### src/rtl/float_pkg.sv
// Shared float types and constants for the pipelined multiplier.
// Widths are passed in explicitly so one package serves every format.
package float_pkg;

    localparam int EXP_W_DEF  = 5;
    localparam int FRAC_W_DEF = 10;

    typedef logic [63:0] word64_t;

    typedef enum logic [2:0] {
        ZERO,
        SUB,
        NORM,
        INF,
        NAN
    } fclass_t;

    // Special-case summary of an operand pair, carried down the pipe with the beat
    typedef struct packed {
        logic sign;
        logic nan;
        logic inf;
        logic zero;
    } special_t;

    function automatic int bias(input int exp_w);
        return (1 << (exp_w - 1)) - 1;
    endfunction

    function automatic word64_t inf_word(input int exp_w, input int frac_w);
        word64_t one;
        one = 64'd1;
        return ((one << exp_w) - one) << frac_w;
    endfunction

    function automatic word64_t qnan_word(input int exp_w, input int frac_w);
        word64_t one;
        one = 64'd1;
        return inf_word(exp_w, frac_w) | (one << (frac_w - 1));
    endfunction

    function automatic fclass_t classify(input logic exp_zero, input logic exp_ones,
                                         input logic frac_nz);
        if (exp_zero) return frac_nz ? SUB : ZERO;
        if (exp_ones) return frac_nz ? NAN : INF;
        return NORM;
    endfunction

endpackage

### src/rtl/float_multiplier_pipe_if.sv
// Operand/result stream of the float multiplier.
// slave is the multiplier side, master is the producer/consumer side.
interface float_multiplier_pipe_if
    import float_pkg::*;
#(
    parameter int W = 1 + EXP_W_DEF + FRAC_W_DEF
);
    logic         in_valid;
    logic         in_ready;
    logic [W-1:0] a;
    logic [W-1:0] b;
    logic         out_valid;
    logic         out_ready;
    logic [W-1:0] c;
    logic         of;
    logic         uf;
    logic         inv;

    modport master (
        output in_valid, a, b, out_ready,
        input  in_ready, out_valid, c, of, uf, inv
    );

    modport slave (
        input  in_valid, a, b, out_ready,
        output in_ready, out_valid, c, of, uf, inv
    );
endinterface

### src/rtl/float_multiplier_pipe_lzc.sv
// Leading-zero counter; cnt = WIDTH when d is all zero.
// Latency: combinational.
// Backpressure: none, pure function of d.
module leading_zero_counter #(
    parameter  int WIDTH = 22,
    localparam int CNT_W = $clog2(WIDTH + 1)
) (
    input  logic [WIDTH-1:0] d,
    output logic [CNT_W-1:0] cnt
);

    // Ascending scan: the last hit is the most significant set bit
    always_comb begin
        cnt = CNT_W'(WIDTH);
        for (int i = 0; i < WIDTH; i++) begin
            if (d[i]) cnt = CNT_W'(WIDTH - 1 - i);
        end
    end

endmodule

### src/rtl/float_multiplier_pipe.sv
// Pipelined binary float multiplier: RNE rounding, flush-to-zero output, of/uf/inv flags.
// Latency: 3 cycles (unpack/multiply, normalise, round/pack), one beat per cycle.
// Backpressure: global stall, every stage holds while out_valid && !out_ready.
module float_multiplier_pipe
    import float_pkg::*;
#(
    parameter int EXP_W  = EXP_W_DEF,
    parameter int FRAC_W = FRAC_W_DEF
) (
    input  logic                  clk,
    input  logic                  rst,
    float_multiplier_pipe_if.slave bus
);

    localparam int W      = 1 + EXP_W + FRAC_W;
    localparam int SIG_W  = FRAC_W + 1;
    localparam int PROD_W = 2 * SIG_W;
    localparam int ES_W   = EXP_W + 2;
    localparam int LZ_W   = $clog2(PROD_W + 1);
    localparam int E_W    = ES_W + LZ_W + 1;
    localparam int BIAS   = bias(EXP_W);

    localparam word64_t         INF_FULL  = inf_word(EXP_W, FRAC_W);
    localparam word64_t         QNAN_FULL = qnan_word(EXP_W, FRAC_W);
    localparam logic [W-2:0]    INF_MAG   = INF_FULL[W-2:0];
    localparam logic [W-1:0]    QNAN      = QNAN_FULL[W-1:0];
    localparam logic signed [E_W-1:0] E_TOP = E_W'((1 << EXP_W) - 1);
    localparam logic signed [E_W-1:0] E_ONE = E_W'(1);

    logic adv;
    assign adv          = !bus.out_valid || bus.out_ready;
    assign bus.in_ready = adv;

    // ---------------- S1: unpack, classify, multiply ----------------
    logic              sa, sb;
    logic [EXP_W-1:0]  ea, eb, ea_eff, eb_eff;
    logic [FRAC_W-1:0] fa, fb;
    fclass_t           cls_a, cls_b;
    logic [SIG_W-1:0]  sig_a, sig_b;
    special_t          sp_n;
    logic [PROD_W-1:0] prod_n;
    logic signed [ES_W-1:0] esum_n;

    assign {sa, ea, fa} = bus.a;
    assign {sb, eb, fb} = bus.b;

    assign cls_a = classify(ea == '0, &ea, fa != '0);
    assign cls_b = classify(eb == '0, &eb, fb != '0);

    assign sig_a  = {ea != '0, fa};
    assign sig_b  = {eb != '0, fb};
    assign ea_eff = (ea == '0) ? EXP_W'(1) : ea;
    assign eb_eff = (eb == '0) ? EXP_W'(1) : eb;

    assign sp_n.sign = sa ^ sb;
    assign sp_n.nan  = (cls_a == NAN) || (cls_b == NAN) ||
                       (cls_a == INF && cls_b == ZERO) || (cls_a == ZERO && cls_b == INF);
    assign sp_n.inf  = (cls_a == INF) || (cls_b == INF);
    assign sp_n.zero = (cls_a == ZERO) || (cls_b == ZERO);

    assign prod_n = PROD_W'(sig_a) * PROD_W'(sig_b);
    assign esum_n = ES_W'(ea_eff) + ES_W'(eb_eff) - ES_W'(BIAS);

    logic              s1_vld;
    special_t          s1_sp;
    logic [PROD_W-1:0] s1_prod;
    logic signed [ES_W-1:0] s1_esum;

    // ---------------- S2: normalise ----------------
    logic [LZ_W-1:0]   lz;
    logic [LZ_W:0]     shamt;
    logic [PROD_W-1:0] norm;
    logic signed [E_W-1:0] e2_n;

    leading_zero_counter #(.WIDTH(PROD_W)) u_lzc (
        .d   (s1_prod),
        .cnt (lz)
    );

    // Shift one past the leading one so it falls off; what remains is frac|guard|sticky
    assign shamt = {1'b0, lz} + (LZ_W + 1)'(1);
    assign norm  = s1_prod << shamt;
    assign e2_n  = E_W'(s1_esum) + E_W'(1) - E_W'(lz);

    logic              s2_vld;
    special_t          s2_sp;
    logic [FRAC_W-1:0] s2_frac;
    logic              s2_guard;
    logic              s2_sticky;
    logic signed [E_W-1:0] s2_exp;

    // ---------------- S3: round, pack ----------------
    logic              inc;
    logic              carry;
    logic [FRAC_W-1:0] frac_r;
    logic signed [E_W-1:0] e3_n;
    logic [W-1:0]      c_n;
    logic              of_n, uf_n, inv_n;

    assign inc = s2_guard && (s2_sticky || s2_frac[0]);
    // A fraction carry-out means the significand rolled over to 1.0; frac_r is then zero
    assign {carry, frac_r} = (FRAC_W + 1)'(s2_frac) + (FRAC_W + 1)'(inc);
    assign e3_n = s2_exp + E_W'(carry);

    always_comb begin
        c_n   = '0;
        of_n  = 1'b0;
        uf_n  = 1'b0;
        inv_n = 1'b0;
        if (s2_sp.nan) begin
            c_n   = QNAN;
            inv_n = 1'b1;
        end else if (s2_sp.inf) begin
            c_n = {s2_sp.sign, INF_MAG};
        end else if (s2_sp.zero) begin
            c_n = {s2_sp.sign, {(W-1){1'b0}}};
        end else if (e3_n >= E_TOP) begin
            c_n  = {s2_sp.sign, INF_MAG};
            of_n = 1'b1;
        end else if (e3_n < E_ONE) begin
            c_n  = {s2_sp.sign, {(W-1){1'b0}}};
            uf_n = 1'b1;
        end else begin
            c_n = {s2_sp.sign, e3_n[EXP_W-1:0], frac_r};
        end
    end

    logic         s3_vld;
    logic [W-1:0] s3_c;
    logic         s3_of, s3_uf, s3_inv;

    always_ff @(posedge clk) begin
        if (rst) begin
            s1_vld    <= 1'b0;
            s1_sp     <= '0;
            s1_prod   <= '0;
            s1_esum   <= '0;
            s2_vld    <= 1'b0;
            s2_sp     <= '0;
            s2_frac   <= '0;
            s2_guard  <= 1'b0;
            s2_sticky <= 1'b0;
            s2_exp    <= '0;
            s3_vld    <= 1'b0;
            s3_c      <= '0;
            s3_of     <= 1'b0;
            s3_uf     <= 1'b0;
            s3_inv    <= 1'b0;
        end else if (adv) begin
            s1_vld    <= bus.in_valid;
            s1_sp     <= sp_n;
            s1_prod   <= prod_n;
            s1_esum   <= esum_n;
            s2_vld    <= s1_vld;
            s2_sp     <= s1_sp;
            s2_frac   <= norm[PROD_W-1 -: FRAC_W];
            s2_guard  <= norm[FRAC_W+1];
            s2_sticky <= |norm[FRAC_W:0];
            s2_exp    <= e2_n;
            s3_vld    <= s2_vld;
            s3_c      <= c_n;
            s3_of     <= of_n;
            s3_uf     <= uf_n;
            s3_inv    <= inv_n;
        end
    end

    assign bus.out_valid = s3_vld;
    assign bus.c         = s3_c;
    assign bus.of        = s3_of;
    assign bus.uf        = s3_uf;
    assign bus.inv       = s3_inv;

endmodule

### src/flat_wrapper.sv
// flat-port wrapper written by rule: the top's interface ports become plain ports
module float_multiplier_pipe_flat import float_pkg::*;
#(
    parameter int EXP_W  = EXP_W_DEF,
    parameter int FRAC_W = FRAC_W_DEF
)
  (clk, rst, bus_in_valid, bus_a, bus_b, bus_out_ready, bus_in_ready, bus_out_valid, bus_c, bus_of, bus_uf, bus_inv);
  float_multiplier_pipe_if #(.W((16))) bus_i ();
  input  logic clk;
  input  logic rst;
  input wire logic [$bits(bus_i.in_valid)-1:0] bus_in_valid;
  input wire logic [$bits(bus_i.a)-1:0] bus_a;
  input wire logic [$bits(bus_i.b)-1:0] bus_b;
  input wire logic [$bits(bus_i.out_ready)-1:0] bus_out_ready;
  output wire logic [$bits(bus_i.in_ready)-1:0] bus_in_ready;
  output wire logic [$bits(bus_i.out_valid)-1:0] bus_out_valid;
  output wire logic [$bits(bus_i.c)-1:0] bus_c;
  output wire logic [$bits(bus_i.of)-1:0] bus_of;
  output wire logic [$bits(bus_i.uf)-1:0] bus_uf;
  output wire logic [$bits(bus_i.inv)-1:0] bus_inv;
  assign bus_i.in_valid = bus_in_valid;
  assign bus_i.a = bus_a;
  assign bus_i.b = bus_b;
  assign bus_i.out_ready = bus_out_ready;
  assign bus_in_ready = bus_i.in_ready;
  assign bus_out_valid = bus_i.out_valid;
  assign bus_c = bus_i.c;
  assign bus_of = bus_i.of;
  assign bus_uf = bus_i.uf;
  assign bus_inv = bus_i.inv;
  float_multiplier_pipe #(.EXP_W(EXP_W), .FRAC_W(FRAC_W)) u_core (.clk(clk), .rst(rst), .bus(bus_i));
endmodule
### config.mk
export PLATFORM = sky130hd
export DESIGN_NAME = float_multiplier_pipe_flat
export DESIGN_NICKNAME = d
export VERILOG_FILES = /design/src/rtl/float_pkg.sv /design/src/rtl/float_multiplier_pipe_if.sv /design/src/rtl/float_multiplier_pipe_lzc.sv /design/src/rtl/float_multiplier_pipe.sv /design/src/flat_wrapper.sv
export SDC_FILE = /design/constraint.sdc
export NUM_CORES = 1
export LEC_CHECK = 0
export BUFFER_PORTS_ARGS = -buffer_cell sky130_fd_sc_hd__buf_2
export CAP_MARGIN = 40
export CORE_ASPECT_RATIO = 0.5
export CORE_MARGIN = 2
export CORE_UTILIZATION = 64
export CTS_BUF_LIST = sky130_fd_sc_hd__clkbuf_2 sky130_fd_sc_hd__clkbuf_4 sky130_fd_sc_hd__clkbuf_8
export CTS_CLUSTER_DIAMETER = 80
export DETAILED_ROUTE_END_ITERATION = 8
export MAX_ROUTING_LAYER = met4
export PLACE_DENSITY_LB_ADDON = 0.05
export RECOVER_POWER = 100
export SLEW_MARGIN = 40
export SYNTH_ARGS = -nofsm -noshare
export SYNTH_HDL_FRONTEND = slang
export SYNTH_SLANG_ARGS = --single-unit
### constraint.sdc
create_clock -name clk -period 8.1 [get_ports clk]
set_input_delay 0.81 -clock clk [delete_from_list [all_inputs] [get_ports clk]]
set_output_delay 0.81 -clock clk [all_outputs]
set_load 0.05 [all_outputs]
### Word level (Yosys, flattened, before mapping)

Index checks and enable logic that the tools add are counted.

* flip-flop bits (word level): 84
* bits of input ports: 36
* output and inout bits: 21
* logic and storage cells: 116

* add/subtract/negate cells: 7
* multipliers: 1
* order comparisons: 2
* eq/ne operators: 4
* shifts and indexed selects: 1
* muxes and demuxes: 57
* bitwise gates (word level): 1
* reductions and logical operators: 22

Operators by type and width (number)
* 2-to-1 mux 5 bit: 23
* 2-to-1 mux 15 bit: 4
* 2-to-1 mux 3 bit: 10
* multiplier 11 x 11 -> 22 bit: 1
* left shift 22 x 6 -> 22 bit: 1
* nonzero test 10 bit: 2
* 2-to-1 mux 1 bit: 18
* 2-to-1 mux 16 bit: 1
* adder 13 x 1 -> 13 bit: 1
* greater-or-equal comparator 13 x 6 -> 1 bit (second input constant): 1
* less-than comparator 13 x 2 -> 1 bit (second input constant): 1
* subtractor 13 x 5 -> 13 bit: 1
* adder 10 x 1 -> 11 bit: 1
* OR reduction 11 bit: 1
* zero test 5 bit: 2
* AND reduction 5 bit: 2
* nonzero test 5 bit: 2
* adder 7 x 2 -> 8 bit (second input constant): 1
* logical OR 1 bit: 7
* subtractor 7 x 4 -> 7 bit (second input constant): 1
* adder 5 x 1 -> 6 bit (second input constant): 1
* adder 5 x 5 -> 6 bit: 1
* equality test 3 x 2 -> 1 bit (second input constant): 2
* equality test 3 bit (second input constant): 2
* 5 further kinds: 8

### Longest topological paths before layout

* word-level depth: 25
* gate-level depth with buffers: 24
* depth with buffers taken out: 23

### Cells and area by module

A second synthesis with hierarchy kept.

* cell total of the unflattened synthesis: 1148
* area total of the unflattened synthesis: 9266.4 um2

Modules (own cells, without submodules)
* float_multiplier_pipe: times used 1, cells an instance 1106, area each 9026.2 um2, sequential area each 1601.5 um2
* leading_zero_counter: times used 1, cells an instance 42, area each 240.2 um2, sequential area each 0.0 um2

### Worst setup path after synthesis

OpenSTA, ideal clock, no wires.

* path kind: input port to flip-flop
* start: input bus_b[11]
* end: register u_core.s1_prod[21]
* setup time: 0.086 ns
* data arrival time: 6.220 ns
* data required time: 8.014 ns
* setup slack: 1.795 ns
* cell stages on the path: 22
* path buffers: 1
* path through: nor3_1 nand2_1 clkbuf_1 nand2_1 fa_1 inv_1 fa_1 fa_1 fa_1 inv_1 fa_1 inv_1 ha_1 a21o_1 a21oi_1 inv_1 o311a_1 o41ai_1 o21ai_0 a31oi_1 xnor2_1 a211oi_1

* cells in the longest elaborated chain, start to end: 2

Ends and longest elaborated chain
* start: declaration: RTL line flat_wrapper.sv:13 `input wire logic [$bits(bus_i.b)-1:0] bus_b;`
* nonzero test 5 bit: RTL line float_multiplier_pipe.sv:51 `assign sig_b = {eb != '0, fb};`
* multiplier 11 x 11 -> 22 bit: RTL line float_multiplier_pipe.sv:61 `assign prod_n = PROD_W'(sig_a) * PROD_W'(sig_b);`
* end signal: assignment: RTL line float_multiplier_pipe.sv:152 `s1_prod <= prod_n;`
* end: declaration: RTL line float_multiplier_pipe.sv:66 `logic [PROD_W-1:0] s1_prod;`

Every way passes these cells.
A chain may end at the register's enable or synchronous reset.

### Worst setup path after layout

Same ends and word-level chain as after synthesis.

==> summary.txt <==
Critical path
  – Critical Path Start Type: primary input
  – Critical setup path kind: in -> reg
  – Arr. time, crit path: 6850 ps
  – Reg2reg start: u_core.s1_prod[19]
  – R2R Setup Slk: between 2000 and 2500 ps
  – Worst setup path start: bus_b[11]
  – Worst endpoint required time: between 8000 and 9000 ps
  – Max FO, Critical Path: 13
  – Worst setup endpoint: u_core.s1_prod[21]
  – Worst R2R End: u_core.s2_sticky
  – Reg2Reg Depth: 11
  – Crit. End Element: flop

Logic synthesis
  – Syn nets: between 1k and 1.5k
  – Post-Synth XOR/XNOR Area: 0.04916
  – Main synth FF type: dfxtp_1
  – Yosys warning count: 0
  – Seq cells post-synth: 84
  – Largest family of logic cells by synthesized area: adder cells
  – Mapped cell area: 9290 µm²
  – Top cells by area, synth: dfxtp_1 18%, fa_1 18%, ha_1 10%, nand2_1 6.8%, inv_1 4.5%
  – Ys async rst share: 0
  – Syn_area_per_cell: between 8 and 9 µm²
  – Yosys top cell by area: dfxtp_1
  – Post-synthesis simple-gate area fraction: 0.2174
  – Seq/Total Area, Yosys: 0.1810
  – Post-synthesis cell count: 1,123
  – Post-synthesis mux area share: 0.05172
  – Number of synthesized flops with an enable pin: 0
  – Compound-Gate Fraction of Synth Area: 0.1376
  – Yosys top cell area share: 0.1810
  – Adder-cell share of the synthesized area: 0.2804
  – Cell variety after synth: 85

Min path
  – Worst min-delay path class: reg -> reg

Floorplan
  – Core area: approximately 14,000 µm²
  – Row cnt: 31
  – Die area: 15,550 µm²
  – Die W: roughly 170 µm
  – Initial Util: 0.6491
  – Die height: slightly below 90 µm
  – I/O pin count: 57

CTS
  – Post-CTS Repair Setup Buffers: 0
  – Post_cts resized: 0
  – CTS tree: done
  – Num CTS Buffers: 9
  – Clock root buffer: clkbuf_8
  – Clk pin slew, worst setup/hold paths: around 80 ps
  – Hold Buf Count CTS: 0
  – Latest clock arrival within the worst-skew pair: approximately 370 ps
  – Sink Count: 84
  – H-tree depth: 3
  – CTS Buffer Depth: 2

Final layout
  – Layout Cells excl Fill: between 1k and 1.5k
  – Commonest non-fill, non-tap cell in the layout: nand2_1
  – Most frequent cells in the layout: 169 x nand2_1, 111 x inv_1, 84 x dfxtp_1, 82 x fa_1, 80 x nor2_1
  – Final net count: roughly 1.3k
  – Area Overhead vs Synth: 3.933%
  – Fillers: between 1k and 1.5k
  – Share of cells above drive strength 1: 0.06278
  – Diode count: 0

Routing
  – Wire per inst: ~16 µm
  – Vias per cell: between 5 and 6
  – DR pass1 iterations: 5
  – DRT iter0 DRCs: 383
  – DRC Markers: 0
  – Final ANT Viol Nets: 0
  – Routed vias: roughly 7.6k
  – Total wire length: between 20,000 and 25,000 µm

Timing
  – Max Clock Skew: between 10 and 15 ps
  – Final setup vio count: 0
  – Worst-Margin Slew: 3173 ps
  – Final Max Tran Viols: 156
  – Final Hold Fails: 0
  – Max Fclk: roughly 150 MHz
  – Tmin final: about 6700 ps
  – Final period util: 0.8333
  – Fin worst setup slack: approximately 1400 ps
  – RSZ-0062 raised after global routing: no
  – Slew margin rel.: -1.115
  – Setup TNS: 0 ps

GRT
  – Initial antenna violation count: 0
  – Largest net degree at the start of global routing: between 80 and 90
  – First-pass GRT wire length: 34,310 µm
  – Total GRT Usage: 0.2820
  – Vias in the first global route: 7,088
  – Final global-route overflow total: 0

Place
  – Dpl cells: between 1k and 1.5k
  – Pre-CTS setup slack: roughly 1200 ps
  – DP HPWL: around 16,000 µm
  – Port Buf Inserts: 56
  – GPL Wtd Cong: between 0.8 and 0.9

Power and ir drop
  – Pwr Total: roughly 0.0042 W
  – Net Sw Frac: 0.5014
  – Leak: roughly 4.5 nW
  – Clock Power Share: 0.062
  – Cell Pwr Density: roughly 430 nW/µm²
  – Worst vdd ir: between 0.0002 and 0.0003 V
  – Net Switching: about 0.0021 W
  – Sequential share of power: 0.163
  – Internal: 0.002083 W
  – Comb pwr share: 0.775

Flow run
  – Max cap viols: 3

Status
  – Failing checks: max-capacitance violations, max-slew violations
  – Outcome: finished, violations left
[flip-flops by register name, summed over array words and instances, names as in the netlist]
signal	flops
u_core.bus.uf	1
u_core.s2_sp	4
u_core.bus.of	1
u_core.s1_vld	1
u_core.s2_frac	10
u_core.bus.c	16
u_core.bus.out_valid	1
u_core.s2_exp	13
u_core.s1_esum	7
u_core.s2_sticky	1
u_core.s2_guard	1
u_core.s1_sp	4
u_core.s1_prod	22
u_core.s2_vld	1
u_core.bus.inv	1
[cells in the mapped netlist (5+ instances only)]
| master | number |
|---|---|
| a211oi_1 | 15 |
| a21o_1 | 6 |
| a21oi_1 | 67 |
| a22oi_1 | 14 |
| a31oi_1 | 8 |
| and2_1 | 51 |
| and3_1 | 10 |
| buf_1 | 5 |
| clkbuf_1 | 49 |
| dfxtp_1 | 84 |
| fa_1 | 82 |
| ha_1 | 77 |
| inv_1 | 112 |
| mux2i_1 | 24 |
| mux4_1 | 7 |
| nand2_1 | 169 |
| nand2b_1 | 12 |
| nand3_1 | 22 |
| nor2_1 | 80 |
| nor2b_1 | 10 |
| nor3_1 | 20 |
| nor4_1 | 8 |
| o21a_1 | 7 |
| o21ai_0 | 27 |
| or3_1 | 6 |
| or4_1 | 5 |
| xnor2_1 | 27 |
| xor2_1 | 22 |
[power by group through the flow]
stage,Combinational [W],Clock [W],Sequential (W)
after CTS,0.00324,0.000269,0.000676
after floorplan,0.00262,0,0.000699
after global placement,0.00314,0,0.000680
after detailed placement,0.00322,0,0.000686
final,0.00324,0.000259,0.000680
after global routing,0.00362,0.000285,0.000701
[cell type report]
type                    instances  area [µm²]  area share
clock buffers                   9       123.9     0.01283
clock inverters                 6       41.29    0.004276
multi-input cells             858        6844      0.7088
well taps                     198       247.7     0.02566
flip-flops and latches         84        1682      0.1742
repair buffers                 61       292.8     0.03032
inverters                     113       424.2     0.04393
[how the worst min path moves through the flow]
stage	end	cells after the start	startpoint	slack (ps)
4_1_cts	u_core.s2_sp[3]	2	u_core.s1_sp[3]	460
3_5_place_dp	u_core.s1_vld	2	u_core.s1_vld	450
6_report	u_core.s1_vld	2	u_core.s1_vld	450
3_3_place_gp	u_core.bus.c[15]	2	u_core.bus.c[15]	440
2_1_floorplan	u_core.s2_sp[3]	2	u_core.s2_sp[3]	430
5_1_grt	u_core.s1_vld	2	u_core.s1_vld	470
[critical path: stages]
cell,delay (ps)
clkbuf_1,180
nor3_1,90
nand2_1,430
nand2_1,190
fa_1,570
inv_1,60
fa_1,500
fa_1,520
fa_1,550
inv_1,60
fa_1,520
inv_1,40
ha_1,340
a21o_1,200
a21oi_1,270
inv_1,70
o311a_1,350
o41ai_1,420
o21ai_0,240
a31oi_1,230
xnor2_1,130
a211oi_1,80
[cells by family after synthesis]
| logic type | after synthesis |
|---|---|
| DFF | 84 |
| and+or+nand+nor | 419 |
| AOI/OAI and AO/OA | 195 |
| xor gates and xnor gates | 50 |
| adders and majority gates | 159 |
| muxes | 35 |
| buffers and inverters | 181 |
[metal layers]
layer,vias up,track usage,wire length [µm]
met5,-,-,0
met4,0,0.06799,235
met3,22,0.04039,1271
met2,231,0.4531,9408
met1,3612,0.3826,9802
li1,3776,-,-
[stage by stage]
step / hold slack, ps / instance area, µm² / util
2_1_floorplan: 431.9 / 9290 / -
3_3_place_gp: 436.3 / 9512 / 0.6646
3_5_place_dp: 446.5 / 9522 / 0.6653
4_1_cts: 455.4 / 9687 / 0.6768
5_1_grt: 467.6 / 9656 / 0.6746
6_report: 454.1 / 9656 / 0.6746
Note: power is estimated with default switching activity, not from simulation.
